===== src/rtl/alu_pkg.sv =====
// -----------------------------------------------------------------------------
// alu_pkg
// Shared constants for the ALU datapath: default operand width, the width of
// one carry-lookahead group, and the ALU opcode encodings. The adder itself
// only needs the widths; the opcodes live here so the ALU front end and the
// adder agree on one definition.
// -----------------------------------------------------------------------------
package alu_pkg;

  localparam int WIDTH_DEFAULT = 32;
  localparam int CLA_GROUP_W   = 4;

  // ALU opcodes. ADD/SUB/NEG/NOT all resolve to the adder after the ALU
  // front end swaps/inverts operands and picks the carry-in.
  localparam logic [3:0] OP_ADD = 4'b0000;
  localparam logic [3:0] OP_SUB = 4'b0001;
  localparam logic [3:0] OP_AND = 4'b0110;
  localparam logic [3:0] OP_OR  = 4'b0111;
  localparam logic [3:0] OP_NEG = 4'b1010;
  localparam logic [3:0] OP_NOT = 4'b1011;

endpackage


===== src/rtl/cla_4_group.sv =====
// -----------------------------------------------------------------------------
// cla_4_group
// Combinational 4-bit carry-lookahead group. All four internal carries are
// expanded directly from generate/propagate and the group carry-in, so the
// group has no internal ripple.
//
// Ports:
//   x[3:0], y[3:0]  addend bits for this group
//   cin             carry into bit 0 of the group
//   sum[3:0]        sum bits
//   cout            carry out of bit 3
//   c3              carry into bit 3 (used for signed overflow at the MSB)
// -----------------------------------------------------------------------------
module cla_4_group
  import alu_pkg::*;
(
  input  logic [CLA_GROUP_W-1:0] x,
  input  logic [CLA_GROUP_W-1:0] y,
  input  logic                   cin,
  output logic [CLA_GROUP_W-1:0] sum,
  output logic                   cout,
  output logic                   c3
);

  logic [3:0] g;
  logic [3:0] p;
  logic       c1;
  logic       c2;

  assign g = x & y;
  assign p = x ^ y;

  // c[i+1] = g[i] | p[i]&c[i], flattened into sum-of-products form.
  assign c1   = g[0] | (p[0] & cin);
  assign c2   = g[1] | (p[1] & g[0]) | (p[1] & p[0] & cin);
  assign c3   = g[2] | (p[2] & g[1]) | (p[2] & p[1] & g[0])
              | (p[2] & p[1] & p[0] & cin);
  assign cout = g[3] | (p[3] & g[2]) | (p[3] & p[2] & g[1])
              | (p[3] & p[2] & p[1] & g[0])
              | (p[3] & p[2] & p[1] & p[0] & cin);

  assign sum = p ^ {c3, c2, c1, cin};

endmodule


===== src/rtl/adder_32_sync.sv =====
// -----------------------------------------------------------------------------
// adder_32_sync
// Registered WIDTH-bit adder with carry-in/carry-out, built from 4-bit
// lookahead groups whose group carries ripple from one group to the next.
// One cycle of latency, one operation per cycle.
//
// Handshake: valid-only, no ready. An operation is accepted on every rising
// clk edge where in_valid=1; its result appears after that edge with
// out_valid=1 for exactly one cycle. When in_valid=0 at an edge, out_valid
// drops and out_sum/out_carry keep their last value. reset wins over in_valid.
//
// Ports:
//   clk, reset       clock and synchronous active-high reset
//   in_valid         operands valid this cycle
//   in_x, in_y       addends
//   in_carry         carry into bit 0
//   out_sum          registered sum
//   out_carry        registered carry out of the MSB
//   out_valid        out_sum/out_carry hold a fresh result
//   out_overflow     registered signed overflow (only with ADDER_32_OVERFLOW_EN)
//
// Build option: define ADDER_32_OVERFLOW_EN to add the out_overflow port.
// -----------------------------------------------------------------------------
module adder_32_sync
  import alu_pkg::*;
#(
  parameter int WIDTH = WIDTH_DEFAULT
) (
  input  logic             clk,
  input  logic             reset,
  input  logic             in_valid,
  input  logic [WIDTH-1:0] in_x,
  input  logic [WIDTH-1:0] in_y,
  input  logic             in_carry,
  output logic [WIDTH-1:0] out_sum,
  output logic             out_carry,
`ifdef ADDER_32_OVERFLOW_EN
  output logic             out_overflow,
`endif
  output logic             out_valid
);

  localparam int NG = WIDTH / CLA_GROUP_W;

  logic [NG:0]      grp_carry;
  logic [NG-1:0]    grp_c3;
  logic [WIDTH-1:0] sum_comb;
  logic             unused_c3;

  assign grp_carry[0] = in_carry;

  for (genvar gi = 0; gi < NG; gi++) begin : g_grp
    cla_4_group u_grp (
      .x    (in_x[gi*CLA_GROUP_W +: CLA_GROUP_W]),
      .y    (in_y[gi*CLA_GROUP_W +: CLA_GROUP_W]),
      .cin  (grp_carry[gi]),
      .sum  (sum_comb[gi*CLA_GROUP_W +: CLA_GROUP_W]),
      .cout (grp_carry[gi+1]),
      .c3   (grp_c3[gi])
    );
  end

  // Only the top group's c3 matters (and only for overflow); the rest are
  // intentionally left unused.
  assign unused_c3 = ^grp_c3;

  always_ff @(posedge clk) begin
    if (reset) begin
      out_sum   <= '0;
      out_carry <= 1'b0;
      out_valid <= 1'b0;
    end else begin
      out_valid <= in_valid;
      if (in_valid) begin
        out_sum   <= sum_comb;
        out_carry <= grp_carry[NG];
      end
    end
  end

`ifdef ADDER_32_OVERFLOW_EN
  // Signed overflow: carry into the MSB differs from carry out of it.
  always_ff @(posedge clk) begin
    if (reset) begin
      out_overflow <= 1'b0;
    end else if (in_valid) begin
      out_overflow <= grp_c3[NG-1] ^ grp_carry[NG];
    end
  end
`endif

endmodule


===== config.mk =====
export PLATFORM = sky130hd
export DESIGN_NAME = adder_32_sync
export DESIGN_NICKNAME = d
export VERILOG_FILES = /design/src/rtl/alu_pkg.sv /design/src/rtl/cla_4_group.sv /design/src/rtl/adder_32_sync.sv
export SDC_FILE = /design/constraint.sdc
export NUM_CORES = 1
export LEC_CHECK = 0
export CELL_PAD_IN_SITES_DETAIL_PLACEMENT = 0
export CELL_PAD_IN_SITES_GLOBAL_PLACEMENT = 1
export CORE_ASPECT_RATIO = 0.8
export CORE_UTILIZATION = 29
export DETAILED_ROUTE_END_ITERATION = 10
export GPL_TIMING_DRIVEN = 1
export PLACE_DENSITY = 0.85
export SYNTH_ARGS = -nofsm -noshare
export SYNTH_HDL_FRONTEND = slang
export SYNTH_SLANG_ARGS = --single-unit

===== constraint.sdc =====
create_clock -name clk -period 3.17 [get_ports clk]
set_input_delay 0.634 -clock clk [delete_from_list [all_inputs] [get_ports clk]]
set_output_delay 0.634 -clock clk [all_outputs]
set_load 0.02 [all_outputs]

# Word level (Yosys, flattened, before mapping)
# Cells that the tools add are included.
dict set report classes {
  bitwise_logic 232
}
# op count
set ops {}
lappend ops {{bitwise AND 1 bit} 128}
lappend ops {{OR 1 bit} 80}
lappend ops {{bitwise XOR 4 bit} 16}
lappend ops {{bitwise AND 4 bit} 8}
dict set report word_totals {
  register_bits 34
  in_bits 68
  output_inout_bits 34
  elab_cells 235
}

# Longest topological paths before layout
# Gate-level depths: netlist of the first run.
dict set report logic_depth {
  ltp_word 21
  mapped_depth 11
  depth_no_buf 11
}

# Hierarchy
# A second synthesis of the first run with hierarchy kept.
dict set report hier_totals {
  hier_cells 229
  hier_area_um2 2381.0
}
# module instances cells_per_inst area_each_um2 seq_area_each_um2
set modules_own_cells {}
lappend modules_own_cells {adder_32_sync 1 109 1229.9 680.7}
lappend modules_own_cells {{cla_4_group (g_grp[2].u_grp ...)} 6 14 140.1 0.0}
lappend modules_own_cells {{cla_4_group (g_grp[0].u_grp ...)} 2 18 155.1 0.0}

# Worst setup path before layout of the first run
# No wires, ideal clock.
dict set report synth_path {
  path_kind {in2reg}
  from {in in_x[13]}
  to {reg out_sum[29]}
  setup_time_ns 0.086
  arrival_ns 2.970
  t_required_ns 3.084
  path_slack_ns 0.114
  stages 11
  path_buffers 0
  cell_sequence {ha_1 a21oi_2 o21ai_0 a221oi_2 o21ai_0 a21oi_2 o21ai_0 a21o_1 fa_1 xnor2_1 a211oi_1}
}
dict set report synth_via {
  elab_chain_cells 14
  elab_cells_between_ends 19
}
# item line_no
set synth_rtl {}
lappend synth_rtl {{start: declaration} adder_32_sync.sv:32} ;# input logic [WIDTH-1:0] in_x,
lappend synth_rtl {{bitwise AND 4 bit / bitwise XOR 4 bit (equally long branches)} {cla_4_group.sv:30, cla_4_group.sv:31}}
lappend synth_rtl {{bitwise AND 1 bit, on equally long branches} {cla_4_group.sv:38, cla_4_group.sv:39, cla_4_group.sv:40}}
lappend synth_rtl {{OR 1 bit, or another cell as far along} cla_4_group.sv:38} ;# assign cout = g[3] | (p[3] & g[2]) | (p[3] & p[2] & g[1])
lappend synth_rtl {{OR 1 bit / bitwise AND 1 bit (equally long branches)} {cla_4_group.sv:39, cla_4_group.sv:40}}
lappend synth_rtl {{OR 1 bit *} cla_4_group.sv:40} ;# | (p[3] & p[2] & p[1] & p[0] & cin);
lappend synth_rtl {{bitwise AND 1 bit *} cla_4_group.sv:40}
lappend synth_rtl {{OR 1 bit *} cla_4_group.sv:40}
lappend synth_rtl {{bitwise AND 1 bit *} cla_4_group.sv:40}
lappend synth_rtl {{OR 1 bit *} cla_4_group.sv:40}
lappend synth_rtl {{bitwise AND 1 bit *} cla_4_group.sv:40}
lappend synth_rtl {{OR 1 bit *} cla_4_group.sv:40}
lappend synth_rtl {{bitwise AND 1 bit *} cla_4_group.sv:34} ;# assign c1 = g[0] | (p[0] & cin);
lappend synth_rtl {{OR 1 bit *} cla_4_group.sv:34}
lappend synth_rtl {{bitwise XOR 4 bit *} cla_4_group.sv:42} ;# assign sum = p ^ {c3, c2, c1, cin};
lappend synth_rtl {{end signal: assignment} adder_32_sync.sv:75} ;# out_sum <= sum_comb;
lappend synth_rtl {{end: declaration} adder_32_sync.sv:35} ;# output logic [WIDTH-1:0] out_sum,
# Mark *: on every way between the ends. The rest lies on a longest branch, timed or not.
# A chain may end at the register's enable or synchronous reset.

# Final worst setup path of the first run
dict set report layout_path {
  from {in in_y[15]}
  to {reg out_sum[28]}
}
dict set report layout_via {
  elab_chain_cells 13
  elab_cells_between_ends 20
}
# item line_no
set layout_rtl {}
lappend layout_rtl {{start: declaration} adder_32_sync.sv:33} ;# input logic [WIDTH-1:0] in_y,
lappend layout_rtl {{bitwise XOR 4 bit} cla_4_group.sv:31} ;# assign p = x ^ y;
lappend layout_rtl {{bitwise AND 1 bit, on equally long branches} {cla_4_group.sv:38, cla_4_group.sv:39, cla_4_group.sv:40}}
lappend layout_rtl {{OR 1 bit, or another cell as far along (2 in series)} cla_4_group.sv:38}
lappend layout_rtl {{OR 1 bit / bitwise AND 1 bit (equally long branches)} {cla_4_group.sv:39, cla_4_group.sv:40}}
lappend layout_rtl {{OR 1 bit *} cla_4_group.sv:40}
lappend layout_rtl {{bitwise AND 1 bit *} cla_4_group.sv:40}
lappend layout_rtl {{OR 1 bit *} cla_4_group.sv:40}
lappend layout_rtl {{bitwise AND 1 bit *} cla_4_group.sv:40}
lappend layout_rtl {{OR 1 bit *} cla_4_group.sv:40}
lappend layout_rtl {{bitwise AND 1 bit *} cla_4_group.sv:40}
lappend layout_rtl {{OR 1 bit *} cla_4_group.sv:40}
lappend layout_rtl {{bitwise XOR 4 bit *} cla_4_group.sv:42}
lappend layout_rtl {{via g_grp[7].u_grp.sum[0]} cla_4_group.sv:20} ;# output logic [CLA_GROUP_W-1:0] sum,
# The timed path passes the listed nets; every way through them passes the cells marked *.

==> results.toml, run 1 <==
[yosys]
synth_xor_area_share_pct = 6.07
synth_edf_count = 0
synth_top_family_by_area = "adder cells"
synth_flop_cell = "dfxtp_1"
synthArstFlopShare_pct = 0
ys_seq_area_share_pct = 26.2
synth_cell_type_count = 46
synthCells = 294
synthMuxAreaShare_pct = 4.24
synthAdderAreaFrac_pct = 21.6
syn_area_per_cell_um2 = 8.84
synthTopCellsByArea = "dfxtp_1 26%, ha_1 15%, fa_1 6.2%"
synth_warnings = 0
yosys.area_share.simple_pct = 17.6
synth_top_area_share_pct = 26.2
synth_nets = 402
synth_top_cell_by_area = "dfxtp_1"
synth_compound_area_share_pct = 21.4
synth_seq_cells = 34
syn_area_um2 = 2600

[route]
wirelength_um = 7720
dr.pass1.iters = 4
drt_iter0_markers = 83
vias = 2725
avgViaCountPerCell = 4.91
antenna_left = 0
drc = 0
wl_per_cell_um = 13.9

[clocking]
cts_max_level = 2
cts_sinks = 34
clkLatencyLatePin_ns = 0.29
clk_pin_slew_ns = 0.07
cts_tree = "yes"
ctsHoldBuffers = 0
root_buffer = "clkbuf_8"
cts_buffers = 5
cts_buffer_depth = 2

[final_layout]
utilization_pct = 48.9
layout_common_cells = "99 x clkdlybuf4s50_1, 49 x buf_4, 34 x nor2_1, 34 x dfxtp_1, 30 x ha_1"
layout_commonest_cell = "clkdlybuf4s50_1"
antennaDiodeCount = 0
layout.cells.non_filler = 555
layout.nets = 551
drive_above_1_share_pct = 16.3
area_delta_synth_final_pct = 61.8

[critical_path]
cp-end-kind = "flop"
ff2ff_path_depth = 4
crit_arrival_ns = 3.20
crit_required_ns = 3.35
crit_fanout = 3
critical_path_class = "in -> reg"
critPathLaunchType = "input pin"

[floorplan]
rows = 30
die_area_um2 = 9340
core_area_um2 = 8600
die_x_um = 108
num_io_pins = 102
die_y_um = 86.7
initial_core_util_pct = 30.2

[sta]
period_minus_slack_ns = 3.02
relSlewSlack_pct = 64.6
maxSlewViolCount = 0
worst_pin_slew_ns = 0.532
final_hold_viol_count = 0
rsz0062_at_grt = "no"
finalCritPeriodShare_pct = 95.2
clock.fmax_mhz = 331
skew_ns = 0
setup_viol = 0

[grt]
antenna_found_initial = 0
grt_pass1_wl_um = 12500
grt_pass1_vias = 2704
grt_start_max_net_pins = 24
gr-total-overflow = 0
grt_usage_pct = 17.1

[power]
p_seq_share_pct = 33.4
p_int_w = 0.000989
comb_power_share_pct = 45.3
p_per_area_nw_per_um2 = 357
switching_share_pct = 34.1
cellLeakagePower_nw = 1.76
switchingPower_w = 0.000512
clock_power_share_pct = 21.3
vdd_drop_max_v = 0.000171

[worst_hold_path]
hold_class = "reg -> reg"
holdPathStages = 2

[run]
maxCapViolCount = 0

[placement]
dp_cells = 547
dp_hpwl_um = 6270
routabilityCongestion = 0.801
port_buffers = 101

[outcome]
status = "completed"
registers in the layout, summed over array words and instances, names as in the netlist:
signal / count
out_valid: 1
out_carry: 1
out_sum: 32
repair_timing:
| item | in CTS | in global routing |
|---|---|---|
| cloned | 0 | 0 |
| resized for setup | 3 | 10 |
| buffers inserted | 0 | 1 |
| endpoints found under the setup margin | 3 | 3 |
| pin swaps | 1 | 12 |
synth_stat cells, drive strengths merged (3+ instances only):
cell type and count:
xor2 5, a21o 7, clkbuf 6, mux2i 11, dfxtp 34, nand2b 3
a31oi 3, nor3 6, nand2 21, nand4 5, o21ai 23, a211oi 11
inv 8, nand3 8, xnor2 13, ha 32, or3 6, o21a 3
nor2 34, a21oi 22, fa 8, o31ai 4
power groups by stage:
stage                     logic [W]  clock network [W]  registers (W)
final                      0.000680           0.000319       0.000501
after global routing       0.000745           0.000351       0.000506
after CTS                  0.000673           0.000328       0.000502
after detailed placement   0.000667                  0       0.000511
after global placement     0.000653                  0       0.000511
after floorplan            0.000288                  0       0.000566
per-layer routing:
metal	wire length, µm	GRT usage (%)	share of wire (%)
met1	3600	21.5	47
met2	3610	29.8	47
met3	393	2.63	5.1
met4	108	5.73	1.4
met5	0	0	0
stage by stage:
step / hold WS, ns / TNS [ns] / power (W) / worst slack, ns / instance area [µm²]
detailed placement: 0.458 / -1.62 / 0.00118 / -0.404 / 4060
global placement: 0.458 / -1.28 / 0.00116 / -0.303 / 4060
global route: 0.496 / 0 / 0.00160 / 0.000518 / 4200
floorplan: 0.535 / 0 / 0.000854 / 0.114 / 2600
CTS: 0.479 / 0 / 0.00150 / 0.0173 / 4150
finish: 0.478 / 0 / 0.00150 / 0.152 / 4200
path summary, 6_finish.rpt:
kind | startpoint | end | slack (ns)
max | in_y[15] | out_sum[28] | 0.15
min | out_sum[7] | out_sum[7] | 0.48
max reg2reg | out_sum[31] | out_sum[31] | 2.33
min reg2reg | out_sum[7] | out_sum[7] | 0.48
cells by family (layout without fill, tap and decap cells):
kind of cell	count (synthesis)	in the layout
and+or+nand+nor	92	92
adders and majority gates	40	40
buffers and inverters	16	165
DFF	34	34
muxes	11	11
AOI/OAI and AO/OA	83	83
xor gates and xnor gates	18	18
cell type report:
type | count | area (µm²)
Fill cell | 859 | 4390
Multi-Input combinational cell | 244 | 1900
Timing Repair Buffer | 150 | 1380
Sequential cell | 34 | 681
Tap cell | 112 | 140
Clock buffer | 6 | 72.6
Inverter | 8 | 30.0
Clock inverter | 1 | 7.51
critical path: stages:
cell and delay (ns):
clkdlybuf4s50_1 0.44, ha_4 0.31, nand2_1 0.09, buf_4 0.15, or3_4 0.40, o21ai_4 0.18
a21oi_2 0.09, o21ai_1 0.13, a21o_1 0.14, fa_1 0.41, mux2i_1 0.16, nor2_1 0.06
Power figures use the tool's default switching activity.
==> inputs of run 2 (changes only) <==
--- a/config.mk
+++ b/config.mk
@@ -5,13 +5,15 @@
 export SDC_FILE = /design/constraint.sdc
 export NUM_CORES = 1
 export LEC_CHECK = 0
+export ABC_AREA = 1
 export CELL_PAD_IN_SITES_DETAIL_PLACEMENT = 0
 export CELL_PAD_IN_SITES_GLOBAL_PLACEMENT = 1
 export CORE_ASPECT_RATIO = 0.8
-export CORE_UTILIZATION = 29
+export CORE_UTILIZATION = 28
 export DETAILED_ROUTE_END_ITERATION = 10
 export GPL_TIMING_DRIVEN = 1
-export PLACE_DENSITY = 0.85
+export PLACE_DENSITY = 0.86
+export SETUP_SLACK_MARGIN = 0.4
 export SYNTH_ARGS = -nofsm -noshare
 export SYNTH_HDL_FRONTEND = slang
 export SYNTH_SLANG_ARGS = --single-unit
==> run 2 against run 1 <==
  * Area after synthesis is 1.8% lower
  * First-iteration DRC count is 37% higher
  * Sequential power is 1% lower
  * Non-clock buffer count is 13 lower
  * Final area is 0.83% higher
  * Critical path depth is 9 higher
  * Sequential share of layout area is 0.13 points lower
  * Hold slack better by 0.033 ns
  * Largest power group unchanged
==> results.toml, run 2 <==
[outcome]
status = "completed"

[route]
avgViaCountPerCell = 4.53
wirelength_um = 6980
antenna_left = 0
dr_wl_met3_um = 397
dr.pass1.iters = 4
drc = 0
top_layer_used = "met4"
vias = 2624
wl_met2_um = 3300
wl_per_cell_um = 12.1
drt_iter0_markers = 114
met1_length_um = 3230

[floorplan]
die_y_um = 87.4
initial_core_util_pct = 29.4
die_area_um2 = 9500
rows = 30
num_io_pins = 102
core_area_um2 = 8670
die_x_um = 109

[critical_path]
slowest_stage = "fa_2"
cpPeakStageDelay_ns = 0.42
crit_fanout = 3
path_cells = "dlygate4sd2_1 -> ha_4 -> nand2_1 -> inv_1 -> nand3_2 -> nand2_2 -> nand2_2 -> nand2_4 -> nand2_2 -> nand2_2 -> nand2_2 -> nand2_4 -> nand2_4 -> nand2_4 -> nand2_4 -> nand2_4 -> nand2_4 -> nand2_4 -> fa_2 -> nor2_1 -> nor2_1"
critPathLaunchType = "input pin"
crit_arrival_ns = 2.81
cp-end-kind = "flop"
cp_common_cell = "nand2_4"
critical_path_class = "in -> reg"
crit_required_ns = 3.33

[clocking]
cts_max_level = 2
cts_sinks = 34
cts_buffers = 5
root_buffer = "clkbuf_16"
cts_buffer_depth = 2
ctsHoldBuffers = 0
cts_tree = "yes"
clkLatencyLatePin_ns = 0.27
clk_pin_slew_ns = 0.05

[placement]
routabilityCongestion = 0.782
place_ws_ns = -0.158
port_buffers = 101
dp_hpwl_um = 5110
placed_area_um2 = 3800

[power]
clock_power_share_pct = 29.1
switching_share_pct = 30.8
cellLeakagePower_nw = 2.04
p_per_area_nw_per_um2 = 378
p_seq_share_pct = 30.9
switchingPower_w = 0.000494
comb_power_share_pct = 40.0
vdd_drop_max_v = 0.000247
p_int_w = 0.00111
p_total_w = 0.00160

[yosys]
synth_cell_type_count = 28
synthTopCellsByArea = "dfxtp_1 27%, ha_1 16%, nor2_1 9.1%"
synth_flop_cell = "dfxtp_1"
synth.most_common_cell = "nor2_1"
synth_top_cell_by_area = "dfxtp_1"
synth_commonest_cells = "62 x nor2_1, 36 x inv_1, 34 x dfxtp_1"
synthCells = 334
syn_area_per_cell_um2 = 7.63
syn_area_um2 = 2550
ys_seq_area_share_pct = 26.7
synth_seq_cells = 34
synthArstFlopShare_pct = 0
synth_top_area_share_pct = 26.7
synth_warnings = 0
synth_edf_count = 0
synth_nets = 442

[grt]
grt_pass1_wl_um = 11200
grt_start_max_net_pins = 44
grt_pass1_vias = 2589
gr-total-overflow = 0
grt_usage_pct = 14.7
antenna_found_initial = 0

[sta]
clock.fmax_mhz = 377
worst_pin_slew_ns = 0.788
maxSlewViolCount = 0
postLayoutSetupSlackWorst_ns = 0.515
relSlewSlack_pct = 47.4
skew_ns = 0
period_minus_slack_ns = 2.65
rsz0062_at_grt = "no"
hold_ws_ns = 0.511
setup_viol = 0
final_hold_viol_count = 0
finalCritPeriodShare_pct = 83.7

[final_layout]
registers.top_by_ff_count = "out_sum"
drive_above_1_share_pct = 19.1
antennaDiodeCount = 0
layout_common_cells = "74 x clkdlybuf4s50_1, 61 x nor2_1, 36 x buf_4"
utilization_pct = 48.9
final_cell_area_um2 = 4240
largest_register_ffs = 32
layout.nets = 576
layout_commonest_cell = "clkdlybuf4s50_1"
top_regs = "out_sum x32, out_carry x1, out_valid x1"
area_delta_synth_final_pct = 66.2

[run]
maxCapViolCount = 0

[worst_hold_path]
hold_class = "reg -> reg"
-- run 2: changes by cell type after synthesis, moves of 11 or more --
cell,change
inv_1,+28
nor2_1,+28
xor2_1,+13
o21ai_0,+11
xnor2_1,-11
mux2i_1,-11
-- run 2: metal layers --
layer,GRT usage [%],vias up
li1,-,1348
met2,25.5,67
met4,3.07,0
met3,3.14,6
met1,18.7,1203
met5,0,-
-- run 2: per-stage QoR --
step / setup TNS, ns / cells
3_3_place_gp: -0.115 / 559
2_1_floorplan: 0 / 334
3_5_place_dp: -0.245 / 559
6_report: 0 / 579
4_1_cts: 0 / 572
5_1_grt: 0 / 579
-- run 2: kinds of logic after synthesis --
kind of cell,synth area share (%)
flip-flops,26.7
buffers and inverters,7.51
AND/OR/NAND/NOR,23.4
AO/OA/AOI/OAI,13.6
XOR/XNOR,6.87
adder cells (fa/ha/maj),22.0
-- run 2: final timing paths --
path | from | end | slack (ns) | cells after the start
worst max-delay path | in_y[3] | out_sum[28] | 0.52 | 21
worst min-delay path | out_sum[4] | out_sum[4] | 0.51 | 2
worst max register to register | out_sum[9] | out_sum[9] | 2.48 | 4
worst min register to register | out_sum[4] | out_sum[4] | 0.51 | 2
-- run 2: power groups by stage --
| stage | Combinational (W) | Sequential (W) | Clock, W |
|---|---|---|---|
| after global routing | 0.000710 | 0.000499 | 0.000504 |
| final | 0.000641 | 0.000494 | 0.000466 |
| after CTS | 0.000613 | 0.000495 | 0.000484 |
| after floorplan | 0.000270 | 0.000552 | 0 |
| after global placement | 0.000575 | 0.000503 | 0 |
| after detailed placement | 0.000584 | 0.000504 | 0 |
-- run 2: area by class of cell --
class | count | area (µm²)
timing repair buffer | 137 | 1280
fill | 841 | 4430
tap | 112 | 140
multi-input combinational | 254 | 1860
inverter | 36 | 135
clock buffer | 6 | 139
sequential | 34 | 681
-- run 2: repair_timing --
item | CTS | global route
pin swaps | 21 | 25
endpoints found under the setup margin | 7 | 7
setup buffers | 7 | 7
resized for setup | 31 | 29
-- run 2: worst max-delay path: cells and delay by family --
| kind | cells | cell delay, ns |
|---|---|---|
| buffers and inverters | 2 | 0.33 |
| adders and majority gates | 2 | 0.70 |
| and+or+nand+nor | 17 | 1.15 |
